$ cat src/rtl/oled_power_sequencer.sv
// ============================================================================
// oled_power_sequencer : OLED panel rail / reset / command power sequencing FSM
// Revision: 1.0
// ============================================================================
`default_nettype none

module oled_power_sequencer #(
   parameter int                     CLOCK_COUNT_W = 32,
   parameter logic [CLOCK_COUNT_W-1:0] T_PMOD_US   = 20000,
   parameter logic [CLOCK_COUNT_W-1:0] T_RES_US    = 3,
   parameter logic [CLOCK_COUNT_W-1:0] T_VCC_US    = 25000,
   parameter logic [CLOCK_COUNT_W-1:0] T_DISPON_US = 100000,
   parameter logic [CLOCK_COUNT_W-1:0] T_VCCOFF_US = 400000
) (
   input  logic                     clk,
   input  logic                     rst_n,
   input  logic                     start,
   input  logic                     stop,
   output logic                     timer_update_match,
   output logic [CLOCK_COUNT_W-1:0] timer_match,
   input  logic                     timer_done,
   output logic                     cmd_req,
   output logic [1:0]               cmd_sel,
   input  logic                     cmd_done,
   output logic                     pmoden,
   output logic                     vccen,
   output logic                     res_n,
   output logic                     ready,
   output logic                     busy
);

   typedef enum logic [3:0] {
      S_OFF         = 4'd0,
      S_PMOD_WAIT   = 4'd1,
      S_RES_LOW     = 4'd2,
      S_RES_HIGH    = 4'd3,
      S_INIT_CMD    = 4'd4,
      S_VCC_WAIT    = 4'd5,
      S_DISPON_CMD  = 4'd6,
      S_DISPON_WAIT = 4'd7,
      S_READY       = 4'd8,
      S_DISPOFF_CMD = 4'd9,
      S_VCCOFF_WAIT = 4'd10
   } state_t;

   state_t                   state_q, state_d;
   logic                     stop_pending_q, stop_pending_d;
   logic                     tum_q;
   logic [CLOCK_COUNT_W-1:0] timer_match_q;
   logic                     cmd_req_q;
   logic [1:0]               cmd_sel_q;
   logic                     pmoden_q, vccen_q, res_n_q, ready_q, busy_q;

   logic                     w_expired;
   logic                     w_load;
   logic [CLOCK_COUNT_W-1:0] w_match;

   // A timer_done coinciding with the load strobe belongs to no live delay.
   assign w_expired = timer_done && !tum_q;

   always_comb begin
      state_d        = state_q;
      stop_pending_d = stop_pending_q;
      case (state_q)
         S_OFF:         if (start)      state_d = S_PMOD_WAIT;
         S_PMOD_WAIT:   if (w_expired)  state_d = S_RES_LOW;
         S_RES_LOW:     if (w_expired)  state_d = S_RES_HIGH;
         S_RES_HIGH:    if (w_expired)  state_d = S_INIT_CMD;
         S_INIT_CMD:    if (cmd_done)   state_d = S_VCC_WAIT;
         S_VCC_WAIT:    if (w_expired)  state_d = S_DISPON_CMD;
         S_DISPON_CMD:  if (cmd_done)   state_d = S_DISPON_WAIT;
         S_DISPON_WAIT: if (w_expired)  state_d = S_READY;
         S_READY: begin
            if (stop || stop_pending_q) begin
               state_d        = S_DISPOFF_CMD;
               stop_pending_d = 1'b0;
            end
         end
         S_DISPOFF_CMD: if (cmd_done)   state_d = S_VCCOFF_WAIT;
         S_VCCOFF_WAIT: if (w_expired)  state_d = S_OFF;
         default:                       state_d = S_OFF;
      endcase

      // Stop requests during power-up are deferred until READY is reached.
      if (stop && (state_q >= S_PMOD_WAIT) && (state_q <= S_DISPON_WAIT)) begin
         stop_pending_d = 1'b1;
      end
   end

   always_comb begin
      w_match = '0;
      case (state_d)
         S_PMOD_WAIT:   w_match = T_PMOD_US;
         S_RES_LOW:     w_match = T_RES_US;
         S_RES_HIGH:    w_match = T_RES_US;
         S_VCC_WAIT:    w_match = T_VCC_US;
         S_DISPON_WAIT: w_match = T_DISPON_US;
         S_VCCOFF_WAIT: w_match = T_VCCOFF_US;
         default:       w_match = '0;
      endcase
   end

   assign w_load = (state_d != state_q) && (w_match != '0);

   always_ff @(posedge clk) begin
      if (!rst_n) begin
         state_q        <= S_OFF;
         stop_pending_q <= 1'b0;
         tum_q          <= 1'b0;
         timer_match_q  <= '0;
         cmd_req_q      <= 1'b0;
         cmd_sel_q      <= 2'd0;
         pmoden_q       <= 1'b0;
         vccen_q        <= 1'b0;
         res_n_q        <= 1'b1;
         ready_q        <= 1'b0;
         busy_q         <= 1'b0;
      end else begin
         state_q        <= state_d;
         stop_pending_q <= stop_pending_d;
         tum_q          <= w_load;
         timer_match_q  <= w_load ? w_match : '0;
         cmd_req_q      <= (state_d == S_INIT_CMD) || (state_d == S_DISPON_CMD) ||
                           (state_d == S_DISPOFF_CMD);
         cmd_sel_q      <= (state_d == S_DISPON_CMD)  ? 2'd1 :
                           (state_d == S_DISPOFF_CMD) ? 2'd2 : 2'd0;
         pmoden_q       <= (state_d != S_OFF);
         vccen_q        <= (state_d >= S_VCC_WAIT) && (state_d <= S_DISPOFF_CMD);
         res_n_q        <= (state_d != S_RES_LOW);
         ready_q        <= (state_d == S_READY);
         busy_q         <= (state_d != S_OFF) && (state_d != S_READY);
      end
   end

   assign timer_update_match = tum_q;
   assign timer_match        = timer_match_q;
   assign cmd_req            = cmd_req_q;
   assign cmd_sel            = cmd_sel_q;
   assign pmoden             = pmoden_q;
   assign vccen              = vccen_q;
   assign res_n              = res_n_q;
   assign ready              = ready_q;
   assign busy               = busy_q;

endmodule

`default_nettype wire

$ cat config.mk
export PLATFORM = sky130hd
export DESIGN_NAME = oled_power_sequencer
export DESIGN_NICKNAME = d
export VERILOG_FILES = /design/src/rtl/oled_power_sequencer.sv
export SDC_FILE = /design/constraint.sdc
export NUM_CORES = 1
export LEC_CHECK = 0
export CORE_ASPECT_RATIO = 1.1
export CORE_MARGIN = 1
export CORE_UTILIZATION = 47
export CTS_BUF_LIST = sky130_fd_sc_hd__clkbuf_8
export DETAILED_ROUTE_END_ITERATION = 6
export MAX_ROUTING_LAYER = met4
export PLACE_DENSITY_LB_ADDON = 0.12
export SLEW_MARGIN = 10
export SYNTH_ARGS = -nofsm -noshare
export SYNTH_HDL_FRONTEND = slang
export SYNTH_SLANG_ARGS = --single-unit
$ cat constraint.sdc
create_clock -name clk -period 1.7 [get_ports clk]
set_input_delay 0.255 -clock clk [delete_from_list [all_inputs] [get_ports clk]]
set_output_delay 0.255 -clock clk [all_outputs]
set_load 0.03 [all_outputs]
# [Yosys cells after proc, flatten, opt, wreduce, memory -nomap -nowiden]
# Index checks and enable logic that the tools add are counted.
[word_totals] regBits=46 input_bits=6 out_inout_bits=41 word_cells=77
[op_classes] order_cmp=4 n_eq_ne=23 mux=18 n_bitwise=1 reduce_logical=19
[op_table] cell="$pmux W19 S5" n=1
[op_table] cell="$mux W4" n=11
[op_table] cell="$pmux W4 S11" n=1
[op_table] cell="$eq A4 B3 Y1 const B" n=8
[op_table] cell="$reduce_bool A32 Y1" n=1
[op_table] cell="$eq A4 B4 Y1 const B" n=6
[op_table] cell="$eq A4 B2 Y1 const B" n=4
[op_table] cell="$eq A4 B1 Y1 const B" n=2
[op_table] cell="$logic_and A1 B1 Y1" n=6
[op_table] cell="$ge A4 B1 Y1 const B" n=1
[op_table] cell="$ge A4 B3 Y1 const B" n=1
[op_table] cell="$le A4 B3 Y1 const B" n=1
[op_table] cell="$le A4 B4 Y1 const B" n=1
[op_table] cell="$logic_not A4 Y1" n=1
[op_table] cell="$mux W1" n=4
[op_table] cell="$ne A4 B2 Y1 const B" n=1
[op_table] cell="$ne A4 B4 Y1" n=1
[op_table] cell="$ne A4 B4 Y1 const B" n=1
[op_table] cell="$reduce_and A2 Y1" n=2
[op_table] cell="$reduce_bool A2 Y1" n=2
[op_table] cell="$reduce_bool A4 Y1" n=1
[op_table] cell="$reduce_or A2 Y1" n=2
[op_table] cell="$logic_or A1 B1 Y1" n=3
[op_table] cell="$mux W2" n=1
[op_table] cell="other kinds (2)" n=2

# [Longest topological paths before layout]
[logic_depth] depth_word=10 depth_mapped=7 depth_no_buf=5

# [Worst setup path after synthesis]
# OpenSTA, ideal clock, no wires.
[synth_timing] kind="register -> register" startpoint="register tum_q, in the netlist timer_update_match" endpoint="register timer_match_q[9], in the netlist timer_match[9]" setup_ps=75 arrival_time_ps=1651 t_required_ps=1625 setup_slack_ps=-26 path_stages_with_launch=7 path_buffers=1 period_less_slack_ps=1726 path_cell_list="dfxtp_1 -> nor2b_1 -> buf_6 -> a22oi_2 -> o211ai_2 -> or3_4 -> a22oi_2"
[synth_via] elab_chain_len=10 elab_cells_between_ends=21 cone_classes="eq/ne: 7; mux: 8; reduce/logical: 6"
[synth_lines] item="start: declaration" line_no="48" rtl="logic tum_q;"
[synth_lines] item="start signal: assignment" line_no="121" rtl="tum_q <= w_load;"
[synth_lines] item="$logic_not A1 Y1 (*)" line_no="59" rtl="assign w_expired = timer_done && !tum_q;"
[synth_lines] item="$logic_and A1 B1 Y1 (*)" line_no="59"
[synth_lines] item="$mux W4, or another cell as far along" line_no="80" rtl="S_VCCOFF_WAIT: if (w_expired) state_d = S_OFF;"
[synth_lines] item="$pmux W4 S11 (*)" line_no="64" rtl="case (state_q)"
[synth_lines] item="$eq A4 B2 Y1" line_no="92" rtl="case (state_d)"
[synth_lines] item="$reduce_or A2 Y1 (no source line)"
[synth_lines] item="$pmux W19 S5" line_no="92"
[synth_lines] item="$reduce_bool A32 Y1" line_no="103" rtl="assign w_load = (state_d != state_q) && (w_match != '0);"
[synth_lines] item="$logic_and A1 B1 Y1" line_no="103"
[synth_lines] item="$reduce_and A2 Y1 (no source line)"
[synth_lines] item="end signal: assignment" line_no="122" rtl="timer_match_q <= w_load ? w_match : '0;"
[synth_lines] item="end: declaration" line_no="49" rtl="logic [CLOCK_COUNT_W-1:0] timer_match_q;"
# Every way passes the cells marked *; elsewhere a longest branch is shown, timed or not.
# A chain may end at the register's enable or synchronous reset.

# [Worst setup path in the final report]
[layout_timing] startpoint="input timer_done" endpoint="register timer_match_q[9], in the netlist timer_match[9]"
[layout_via] elab_chain_len=9 elab_cells_between_ends=20 cone_classes="eq/ne: 7; mux: 8; reduce/logical: 5"
[layout_lines] item="start: declaration" line_no="21" rtl="input logic timer_done,"
[layout_lines] item="$logic_and A1 B1 Y1 (*)" line_no="59"
[layout_lines] item="$mux W4, or another cell as far along" line_no="80"
[layout_lines] item="$pmux W4 S11 (*)" line_no="64"
[layout_lines] item="$eq A4 B2 Y1" line_no="92"
[layout_lines] item="$reduce_or A2 Y1 (no source line)"
[layout_lines] item="$pmux W19 S5" line_no="92"
[layout_lines] item="$reduce_bool A32 Y1" line_no="103"
[layout_lines] item="$logic_and A1 B1 Y1" line_no="103"
[layout_lines] item="$reduce_and A2 Y1 (no source line)"
# Marked as above.

==> results by group <==
Run status
  • Status: finished, final reports clean

Floorplanning
  • Core area: between 2000 and 3000 um^2
  • Die X: ~54 um
  • Die area: 3160 um^2
  • IO Count: 47
  • Die height: roughly 60 um
  • Row cnt: 20
  • Starting Density: 49.7%

Global routing
  • First-pass GRT wire length: ~4700 um
  • Gr ovfl total: 0
  • Initial antenna violation count: 0
  • Vias in the first global route: about 1000
  • Largest net degree at the start of global routing: 14
  • GRT Total Usage: between 20% and 30%

Clock tree
  • CTS tree: built
  • CTS Sinks: 24
  • Root Driver: clkbuf_8
  • Clock slew at reported path FFs: 80 ps
  • CTS Buf Count: 3
  • Clock latency on the worst-skew pair: approximately 260 ps
  • H-tree levels: 1
  • Clk buf depth: 2
  • Post-CTS Hold Buffers: 0

Worst hold path
  • Hold Path Class: flop to flop
  • Hold path start: stop_pending_q$_SDFFE_PN0P_

Detailed routing
  • Routed wire per std cell: about 13 um
  • DRT Pass-1 Iters: 4
  • First DRT Iteration DRCs: 14
  • Via/cell ratio: just over 5
  • Via count: approximately 1200
  • Antenna Nets Post-Route: 0
  • DR DRC count: 0
  • Final WL: around 2900 um

Synthesis
  • Synth top area cells: dfxtp_1 (35%), buf_4 (14%), nand2_1 (3.0%)
  • Cells after synthesis: between 150 and 200
  • Post-synth top area share: between 30% and 40%
  • Post-Syn Area: around 1400 um^2
  • Synth unique cells: 50
  • Top_reg_cell synth: dfxtp_1
  • Avg Cell Area, Syn: 8.85 um^2
  • Seq/Total Area, Yosys: around a third
  • Flops & latches, synth: 24
  • Syn. warnings: 0
  • Async S/R FF share, synth: 0%
  • EDFF count, synth: 0
  • Synth area leader: dfxtp_1

STA
  • Final setup margin: roughly 23 ps
  • Final Max Slew Viols: 0
  • Final period utilization: between 90% and 100%
  • Total Neg Setup Slack: 0 ps
  • RSZ-0062 raised after global routing: yes
  • Final Skew: between 4 and 5 ps
  • Fmax: around 600 MHz
  • Fin crit period: 1680 ps
  • Final Setup Violations: 0
  • Fin. Hold Viols: 0

Finish
  • Finished Layout Cells: 231
  • # diodes: 0
  • Share of cells above drive strength 1: 28.8%
  • Final net count: roughly 210
  • Area growth syn-to-layout: 33.5%

Placement
  • Placed cells: ~230
  • I/O Buffers: 30
  • RePlAce Congestion: around 0.84
  • Setup WS pre-CTS: -300 ps
  • Dpl hpwl: 2270 um

Power
  • Leak Pwr: between 0.0007 and 0.0008 uW
  • Peak supply drop: 576 uV
  • Design Power: between 1000 and 1500 uW
  • PwrDens: between 700 and 800 nW/um^2

Flow run
  • # Max-Cap Violations: 0

Worst setup path
  • Reg-to-Reg Start: state_q[3]$_SDFF_PN0_
  • Crit path DAT: ~1900 ps
  • Worst Setup SP: timer_done
  • Crit end category: flop
  • Reg2reg end: timer_match[9]$_SDFF_PN0_
  • Setup crit start kind: input port
  • Critical path class: input port to flop
  • Crit path required time: 1900 ps
  • Worst-path maximum fanout: 4
  • R2R cell count: 6
  • Reg-to-reg setup timing slack: 70 ps
  • Crit path capture: timer_match[9]$_SDFF_PN0_
## state kept, by name, indices dropped and copies added (netlist names)
name / flops
cmd_sel: 2
state_q: 4
timer_match: 10
cmd_req: 1
ready: 1
pmoden: 1
vccen: 1
timer_update_match: 1
stop_pending_q: 1
res_n: 1
busy: 1
## area by class of cell
| cell class | count | area, um^2 |
|---|---|---|
| inverters | 3 | 11.3 |
| multi-input cells | 111 | 751 |
| fillers | 247 | 933 |
| clock buffers | 4 | 55.1 |
| well taps | 33 | 41.3 |
| repair buffers | 56 | 499 |
| flip-flops and latches | 24 | 487 |
## worst max-delay path, stage by stage
cell and delay, ps:
clkdlybuf4s50_1 490, buf_4 130, nand2b_1 100, a21oi_2 200, o211ai_2 150, or3_4 380
a22oi_2 170
## cell families after synthesis
| logic type | synth area share, % |
|---|---|
| AND/OR/NAND/NOR | 24.6 |
| AO/OA/AOI/OAI | 19.5 |
| buffers and inverters | 18.3 |
| flip-flops | 34.8 |
| XOR/XNOR | 1.81 |
| multiplexers | 0.725 |
| other | 0.271 |
## power breakdown
part	internal [uW]	total [uW]	leakage, uW	switching, uW
clock network	207	384	0.0000288	178
logic	195	452	0.000547	257
registers	601	629	0.000198	27.8
## Yosys cell counts (all sizes together), types with 2 or more instances
cell type   n
a21oi       6
a22oi       2
and2        7
and3        3
and3b       2
buf        32
dfxtp      24
inv         3
nand2      11
nand2b      3
nor2        9
nor2b       4
nor3        2
nor3b       4
nor4        2
o211ai      3
o21a        3
o21ai      11
o31ai       2
## placed cells by master (no fill, tap or decap), types with 6 or more instances in the layout
| cell | netlist | routed |
|---|---|---|
| dfxtp_1 | 24 | 19 |
| and2_1 | 6 | 6 |
| nor2_1 | 9 | 8 |
| nand2_1 | 11 | 11 |
| buf_4 | 26 | 25 |
| clkdlybuf4s50_1 | 0 | 30 |
| conb_1 | 1 | 16 |
## metal layers
| metal | up-vias | routed length [um] | track usage (%) |
|---|---|---|---|
| met1 | 554 | 1320 | 25.7 |
| li1 | 583 | - | - |
| met2 | 38 | 1410 | 33.9 |
| met3 | 5 | 123 | 3.88 |
| met5 | - | 0 | - |
| met4 | 0 | 31 | 6.77 |
## metrics by stage
| stage | instance area (um^2) | util (%) | hold slack [ps] |
|---|---|---|---|
| floorplan | 1440 | - | 445 |
| finish | 1840 | 66.4 | 532 |
| CTS | 1810 | 65.1 | 539 |
| global placement | 1730 | 62.2 | 496 |
| global route | 1840 | 66.4 | 587 |
| detailed placement | 1730 | 62.2 | 510 |
## worst min-delay path by stage
stage / slack [ps] / to / depth (start not counted)
4_1_cts: 540 / stop_pending_q$_SDFFE_PN0P_ / 2
6_report: 530 / stop_pending_q$_SDFFE_PN0P_ / 2
5_1_grt: 590 / stop_pending_q$_SDFFE_PN0P_ / 2
3_3_place_gp: 500 / stop_pending_q$_SDFFE_PN0P_ / 2
2_1_floorplan: 440 / timer_update_match$_SDFF_PN0_ / 2
3_5_place_dp: 510 / stop_pending_q$_SDFFE_PN0P_ / 2
## timing repair
item | 4_1_cts | 5_1_grt
setup buffers | 1 | 0
pin swaps | 1 | 2
resized for setup | 7 | 11
endpoints found under the setup margin | 8 | 15
Power figures use the tool's default switching activity.
